[src/rtl/uart_rx.sv]
// uart_rx: 16x-oversampled serial receiver for 8N1-style frames, LSB first.
// Produces a parallel word with a one-cycle done strobe and a framing-error
// flag. A line held low after a frame (break) is reported once; no new start
// is accepted until the line returns high.
module uart_rx #(
  parameter int DBIT    = 8,
  parameter int SB_TICK = 16
) (
  input  logic            clk,
  input  logic            reset,
  input  logic            s_tick,
  input  logic            rx,
  output logic            rx_done_tick,
  output logic [DBIT-1:0] dout,
  output logic            frame_err
);

  // Tick counter must reach SB_TICK-1 and 15 (full data bit).
  localparam int SW = (SB_TICK > 16) ? $clog2(SB_TICK) : 4;
  localparam int NW = (DBIT > 1) ? $clog2(DBIT) : 1;

  localparam logic [SW-1:0] S_MID  = SW'(7);
  localparam logic [SW-1:0] S_BIT  = SW'(15);
  localparam logic [SW-1:0] S_STOP = SW'(SB_TICK - 1);
  localparam logic [NW-1:0] N_LAST = NW'(DBIT - 1);

  typedef enum logic [2:0] {
    IDLE,
    START,
    DATA,
    STOP,
    BREAK
  } state_t;

  state_t          state;
  logic [SW-1:0]   s;
  logic [NW-1:0]   n;
  logic [DBIT-1:0] shift;
  logic            rx_meta;
  logic            rx_s;

  // Two-stage synchronizer for the asynchronous rx pin; resets to idle-high.
  always_ff @(posedge clk) begin
    if (reset) begin
      rx_meta <= 1'b1;
      rx_s    <= 1'b1;
    end else begin
      rx_meta <= rx;
      rx_s    <= rx_meta;
    end
  end

  // Frame FSM with registered outputs; counters advance only on s_tick.
  always_ff @(posedge clk) begin
    if (reset) begin
      state        <= IDLE;
      s            <= '0;
      n            <= '0;
      shift        <= '0;
      dout         <= '0;
      frame_err    <= 1'b0;
      rx_done_tick <= 1'b0;
    end else begin
      rx_done_tick <= 1'b0;
      case (state)
        IDLE: begin
          if (!rx_s) begin
            state <= START;
            s     <= '0;
          end
        end
        START: begin
          if (s_tick) begin
            if (s == S_MID) begin
              if (!rx_s) begin
                state <= DATA;
                s     <= '0;
                n     <= '0;
              end else begin
                state <= IDLE;
              end
            end else begin
              s <= s + 1'b1;
            end
          end
        end
        DATA: begin
          if (s_tick) begin
            if (s == S_BIT) begin
              s     <= '0;
              shift <= {rx_s, shift[DBIT-1:1]};
              if (n == N_LAST) begin
                state <= STOP;
              end else begin
                n <= n + 1'b1;
              end
            end else begin
              s <= s + 1'b1;
            end
          end
        end
        STOP: begin
          if (s_tick) begin
            if (s == S_STOP) begin
              dout         <= shift;
              frame_err    <= ~rx_s;
              rx_done_tick <= 1'b1;
              state        <= rx_s ? IDLE : BREAK;
            end else begin
              s <= s + 1'b1;
            end
          end
        end
        BREAK: begin
          if (rx_s) begin
            state <= IDLE;
          end
        end
        default: begin
          state <= IDLE;
        end
      endcase
    end
  end

endmodule

[config.mk]
export PLATFORM = sky130hd
export DESIGN_NAME = uart_rx
export DESIGN_NICKNAME = d
export VERILOG_FILES = /design/src/rtl/uart_rx.sv
export SDC_FILE = /design/constraint.sdc
export NUM_CORES = 1
export LEC_CHECK = 0
export BUFFER_PORTS_ARGS = -buffer_cell sky130_fd_sc_hd__buf_2
export CORE_MARGIN = 2
export CORE_UTILIZATION = 51
export CTS_CLUSTER_DIAMETER = 100
export DETAILED_ROUTE_END_ITERATION = 16
export PLACE_DENSITY = 0.81
export SYNTH_ARGS = -nofsm -noshare
export SYNTH_HDL_FRONTEND = slang
export SYNTH_SLANG_ARGS = --single-unit
[constraint.sdc]
create_clock -name clk -period 1.8 [get_ports clk]
set_clock_uncertainty 0.1 [all_clocks]
set_input_delay 0.27 -clock clk [delete_from_list [all_inputs] [get_ports clk]]
set_output_delay 0.27 -clock clk [all_outputs]
set_load 0.02 [all_outputs]
==> results of run 1 <==
[how the worst max path moves through the flow]
stage | slack (ns) | from | endpoint | cells after the start
final | 0.10 | state[0] | n[1] | 6
after global routing | -0.002 | s[1] | s[1] | 6
after CTS | 0.01 | s[0] | dout[5] | 5
after detailed placement | 0.03 | s[0] | dout[5] | 5
after global placement | 0.13 | s[0] | dout[7] | 5
after floorplan | 0.12 | s[0] | dout[5] | 6
[power groups by stage]
stage / logic [mW] / clock network, mW / registers [mW]
6_report: 0.0528 / 0.412 / 0.676
5_1_grt: 0.0578 / 0.459 / 0.676
4_1_cts: 0.0481 / 0.424 / 0.675
3_5_place_dp: 0.0482 / 0 / 0.690
3_3_place_gp: 0.0463 / 0 / 0.690
2_1_floorplan: 0.0384 / 0 / 0.685
[Yosys cell counts, types with 2 or more instances]
cell type  count  area, sq um
o21ai_0        7         35.0
nor4_1         2         12.5
nand2_1        3         11.3
dfxtp_1       30          601
o32ai_1        2         17.5
nand2b_1       6         37.5
inv_1          7         26.3
nor2_1        22         82.6
clkbuf_1       3         11.3
or2_2          2         12.5
nand3_1        8         40.0
ha_1           3         37.5
or3_1          2         12.5
buf_2          4         20.0
a21oi_1        4         20.0
mux2i_1       19          190
a31oi_1        2         12.5
[metal layers]
metal	vias up	wire, microns
li1	548	-
met1	551	1280
met2	19	1550
met3	9	104
met4	0	97
met5	-	0
[area by class of cell]
cell class,count,share of cell area
clock buffer,7,0.0342
inverter,7,0.0163
timing repair buffer,20,0.0809
sequential,30,0.374
tap,30,0.0233
multi-input combinational,100,0.468
clock inverter,1,0.00311
[cell families (layout without fill, tap and decap cells)]
family | after synthesis | count (layout) | share of synthesized area
XOR/XNOR | 1 | 1 | 0.00635
multiplexers | 19 | 19 | 0.138
AND/OR/NAND/NOR | 52 | 52 | 0.209
flip-flops | 30 | 30 | 0.435
adder cells (fa/ha/maj) | 3 | 3 | 0.0272
AO/OA/AOI/OAI | 25 | 25 | 0.129
buffers and inverters | 16 | 35 | 0.0553
[worst max-delay path, delay by kind of cell, from the launching register on]
family                 cells  cell delay [ns]
DFF                        1             0.41
AOI/OAI and AO/OA          1             0.07
muxes                      1             0.22
buffers and inverters      2             0.39
and+or+nand+nor            2             0.43
[flip-flops by register name (all words and copies together), names as in the netlist]
signal,cells
state,3
n,3
rx_s,1
rx_done_tick,1
shift,8
rx_meta,1
s,4
frame_err,1
dout,8
[metrics by stage]
step	hold slack [ns]	setup TNS, ns	util	instance area, sq um
2_1_floorplan	0.274	0	-	1380
3_3_place_gp	0.299	0	0.594	1500
3_5_place_dp	0.297	0	0.594	1500
4_1_cts	0.0159	0	0.620	1560
5_1_grt	0.0168	-0.00189	0.637	1610
6_report	0.0323	0	0.637	1610
[repair_timing]
item | in CTS | in global routing
pin swaps | 0 | 2
resized for setup | 1 | 9
endpoints found under the setup margin | 1 | 14
==> metrics.csv, run 1 <==
metric;value;unit
cp_max_fo;7;
p_per_area;709;mW/mm^2
cts_hold_repair.buffers;0;
r2r_start;state[0];
synth_area_per_cell;9.45;sq um
seq_power_share;0.593;
drive_gt1_frac;0.261;
dpl.cell_count;187;
ir_worst_vdd;0.702;mV
grt_start_max_net_pins;17;
switching_share;0.230;
area_growth;16.5;%
hp-start;rx;
worst-slew-pin-transition;0.431;ns
yosys_warnings;0;
power_frac_comb;0.046;
met3_usage;0.0512;
cap_violations;0;
setup_viol;0;
async_flop_share;0;
status;finished, final reports clean;
cts_made_buffers;5;
fin_ws;0.104;ns
wl_per_cell;15.5;microns
cpMostUsedCell;buf_4;
power_frac_clock;0.361;
required;1.96;ns
worstSetupPathType;register to register;
p_int;0.877;mW
p_leak;0.696;nW
mostFrequentLayoutCells;29 x dfxtp_1, 22 x nor2_1, 18 x mux2i_1, 13 x buf_2, 8 x nand3_1;
period_needed;1.70;ns
dp_hpwl;2120;microns
worst_setup_path_start_kind;register;
die_w;56.0;microns
synth-main-ff-cell;dfxtp_1;
die_y;56.0;microns
syn_nets;153;
whs_endpoint;rx_meta;
core-area;0.00252;sq mm
slowest_delay;0.41;ns
antenna_found_initial;0;
place_ws;0.0254;ns
syn_inst;146;
clock_sinks;30;
drt_first_pass_iters;4;
start_util;0.547;
post_cts_buffers;0;
ys_seq_elements;30;
num_vias;1127;
yosysUniqueCellTypes;37;
clk_root_buffer_cell;clkbuf_4;
hold_viol;0;
hp-class;primary input to register;
cts.clk_slew.worst_paths;0.09;ns
clockBufferDepth;2;
io_pins;14;
gr-total-overflow;0;
reg2reg_slack;0.10;ns
multiInputGateArea;752;sq um
nets;171;
grt_util_met1;0.242;
cp_cell_sequence;buf_4 > nor2b_1 > buf_4 > a21oi_1 > nand3_1 > mux2i_1;
grt.total_usage;0.205;
syn_area;0.00138;sq mm
worst_r2r_endpoint;n[1];
seq_area_frac_synth;0.435;
seqCellArea;602;sq um
vias_per_cell;5.78;
fin_crit_sh;0.942;
port-buffer-count;13;
grt_pass1_wl;4970;microns
cts_tree;yes;
ant_nets;0;
antenna_cells;0;
drc;0;
arrival;1.85;ns
use_met2;0.343;
dr.first_iter.drc_count;42;
power;1.14;mW
worstSetupEndpointType;register;
busiest_layer;met2;
h-tree-depth;2;
stdcell_count;195;
cp_slowest_cell;dfxtp_1;
ff2ff_path_depth;6;
max_slew_margin;0.712;
max_freq;590;MHz
drt_wl_total;3030;microns
maxSlewViolCount;0;
insertion_delay;0.33;ns
synth_edf_count;0;
p_switching;0.263;mW
grt_pass1_vias;1089;
gp_congestion;0.882;
worstHoldPathCells;2;
final_common_cell;dfxtp_1;
dieArea;0.00314;sq mm
rows;18;
n_fill_cell;210;
Note: power is estimated with default switching activity, not from simulation.
==> run 2: changes to the inputs <==
- MAX_ROUTING_LAYER: unset -> met4
==> run 2 against run 1 <==
  * Sequential power about the same
  * Power increased by 9.7%
  * Flip-flop and latch count unchanged
  * Clock power increased by 28%
  * Wire length decreased by 7.6%
  * Die area unchanged
  * Sequential share of layout area increased by 0.39 points
  * Global-route usage decreased by 0.40 points
  * Combinational power decreased by 8.9%
  * First-iteration DRC count decreased by 43%
  * Critical endpoint is now frame_err
  * Largest power group unchanged
==> metrics.csv, run 2 (synthesis gave the netlist of run 1 again) <==
metric;value;unit
worst_setup_path_start_kind;register;
drive_gt1_frac;0.232;
grt_start_max_net_pins;17;
cts_hold_repair.buffers;0;
top_regs;dout: 8 flops, shift: 8 flops, s: 4 flops;
grt.total_usage;0.201;
grt_pass1_wl;4820;microns
cp_max_fo;7;
power;1.25;mW
rows;18;
die_w;56.0;microns
drt_wl_total;2800;microns
slowest_delay;0.45;ns
cp_slowest_cell;or3_4;
antenna_cells;0;
cap_violations;0;
setup_viol;0;
cp_num_buf_inv;0;
gr-total-overflow;0;
dr.first_iter.drc_count;24;
area_growth;15.0;%
drt_first_pass_iters;4;
crit_cells;5;
rsz0062_at_grt;no;
cp_cell_sequence;ha_2 > nand4_4 > or3_4 > a21oi_1 > nor2_1;
fin_ws;0.0797;ns
finalInstanceArea;0.00159;sq mm
h-tree-depth;2;
dpl.cell_count;186;
port-buffer-count;13;
period_needed;1.72;ns
io_pins;14;
cts_tree;yes;
antenna_found_initial;0;
stdcell_count;194;
ant_nets;0;
maxSlewViolCount;0;
final.setup.tns;0;ns
worstSetupEndpointType;register;
arrival;1.83;ns
num_vias;1102;
place_area;0.00149;sq mm
status;finished, final reports clean;
worstSetupPathType;register to register;
mostFrequentLayoutCells;30 x dfxtp_1, 21 x nor2_1, 19 x mux2i_1, 13 x buf_2, 8 x nand3_1;
cts.clk_slew.worst_paths;0.10;ns
clock_sinks;30;
start_util;0.547;
ff2ff_path_depth;5;
wl_per_cell;14.4;microns
max_slew_margin;0.740;
place_ws;-0.0397;ns
clk_root_buffer_cell;clkbuf_4;
dieArea;0.00314;sq mm
critical_path.top_delay_family;simple AND/OR/NAND/NOR gates;
clockBufferDepth;2;
max_freq;581;MHz
core-area;0.00252;sq mm
drc;0;
die_y;56.0;microns
ir_worst_vdd;0.641;mV
p_per_area;788;mW/mm^2
nets;170;
p_leak;0.697;nW
required;1.91;ns
grt_pass1_vias;1083;
worst-slew-pin-transition;0.390;ns
worstHoldPathCells;2;
hp-class;primary input to register;
insertion_delay;0.32;ns
vias_per_cell;5.68;
gp_congestion;0.921;
cts_made_buffers;5;
fin_crit_sh;0.956;
dp_hpwl;2030;microns
hold_viol;0;
final_common_cell;dfxtp_1;
## run 2: final timing paths
path              startpoint         to  slack, ns
hold reg to reg      rx_meta       rx_s       0.33
setup / recovery        s[1]  frame_err       0.08
setup reg to reg        s[1]  frame_err       0.08
hold / removal            rx    rx_meta       0.03
## run 2: report_power, final
part / switching [mW] / total (mW) / leakage (nW) / internal, mW
sequential: 0.00864 / 0.677 / 0.242 / 0.668
combinational: 0.0293 / 0.0481 / 0.416 / 0.0188
clock: 0.233 / 0.526 / 0.0385 / 0.293
total: 0.271 / 1.25 / 0.697 / 0.980
## run 2: what timing repair did
action / CTS / global route
setup endpoints to repair: 4 / 12
resized for setup: 1 / 3
buffers inserted: 0 / 0
## run 2: worst register-to-register path, cell delays in order (launching register included)
cell,delay [ns]
dfxtp_1,0.38
ha_2,0.27
nand4_4,0.17
or3_4,0.45
a21oi_1,0.18
nor2_1,0.06
## run 2: through the flow
stage          hold slack (ns)  utilization
2_1_floorplan            0.274            -
3_3_place_gp             0.298        0.591
3_5_place_dp             0.298        0.591
4_1_cts                 0.0169        0.623
5_1_grt                 0.0135        0.629
6_report                0.0306        0.629
## run 2: metal layers
layer,global-route usage,vias to the layer above,routed length (microns)
met1,0.238,534,1260
met2,0.326,16,1420
met5,-,-,0
li1,-,548,-
met4,0.0612,0,29
met3,0.0651,4,92
## run 2: area by class of cell
type                       count  area [sq um]
clock buffer                   6          41.3
clock inverter                 2          37.5
fill                         209           935
inverter                       7          26.3
multi-input combinational    100           722
sequential                    30           601
tap                           30          37.5
timing repair buffer          19           123
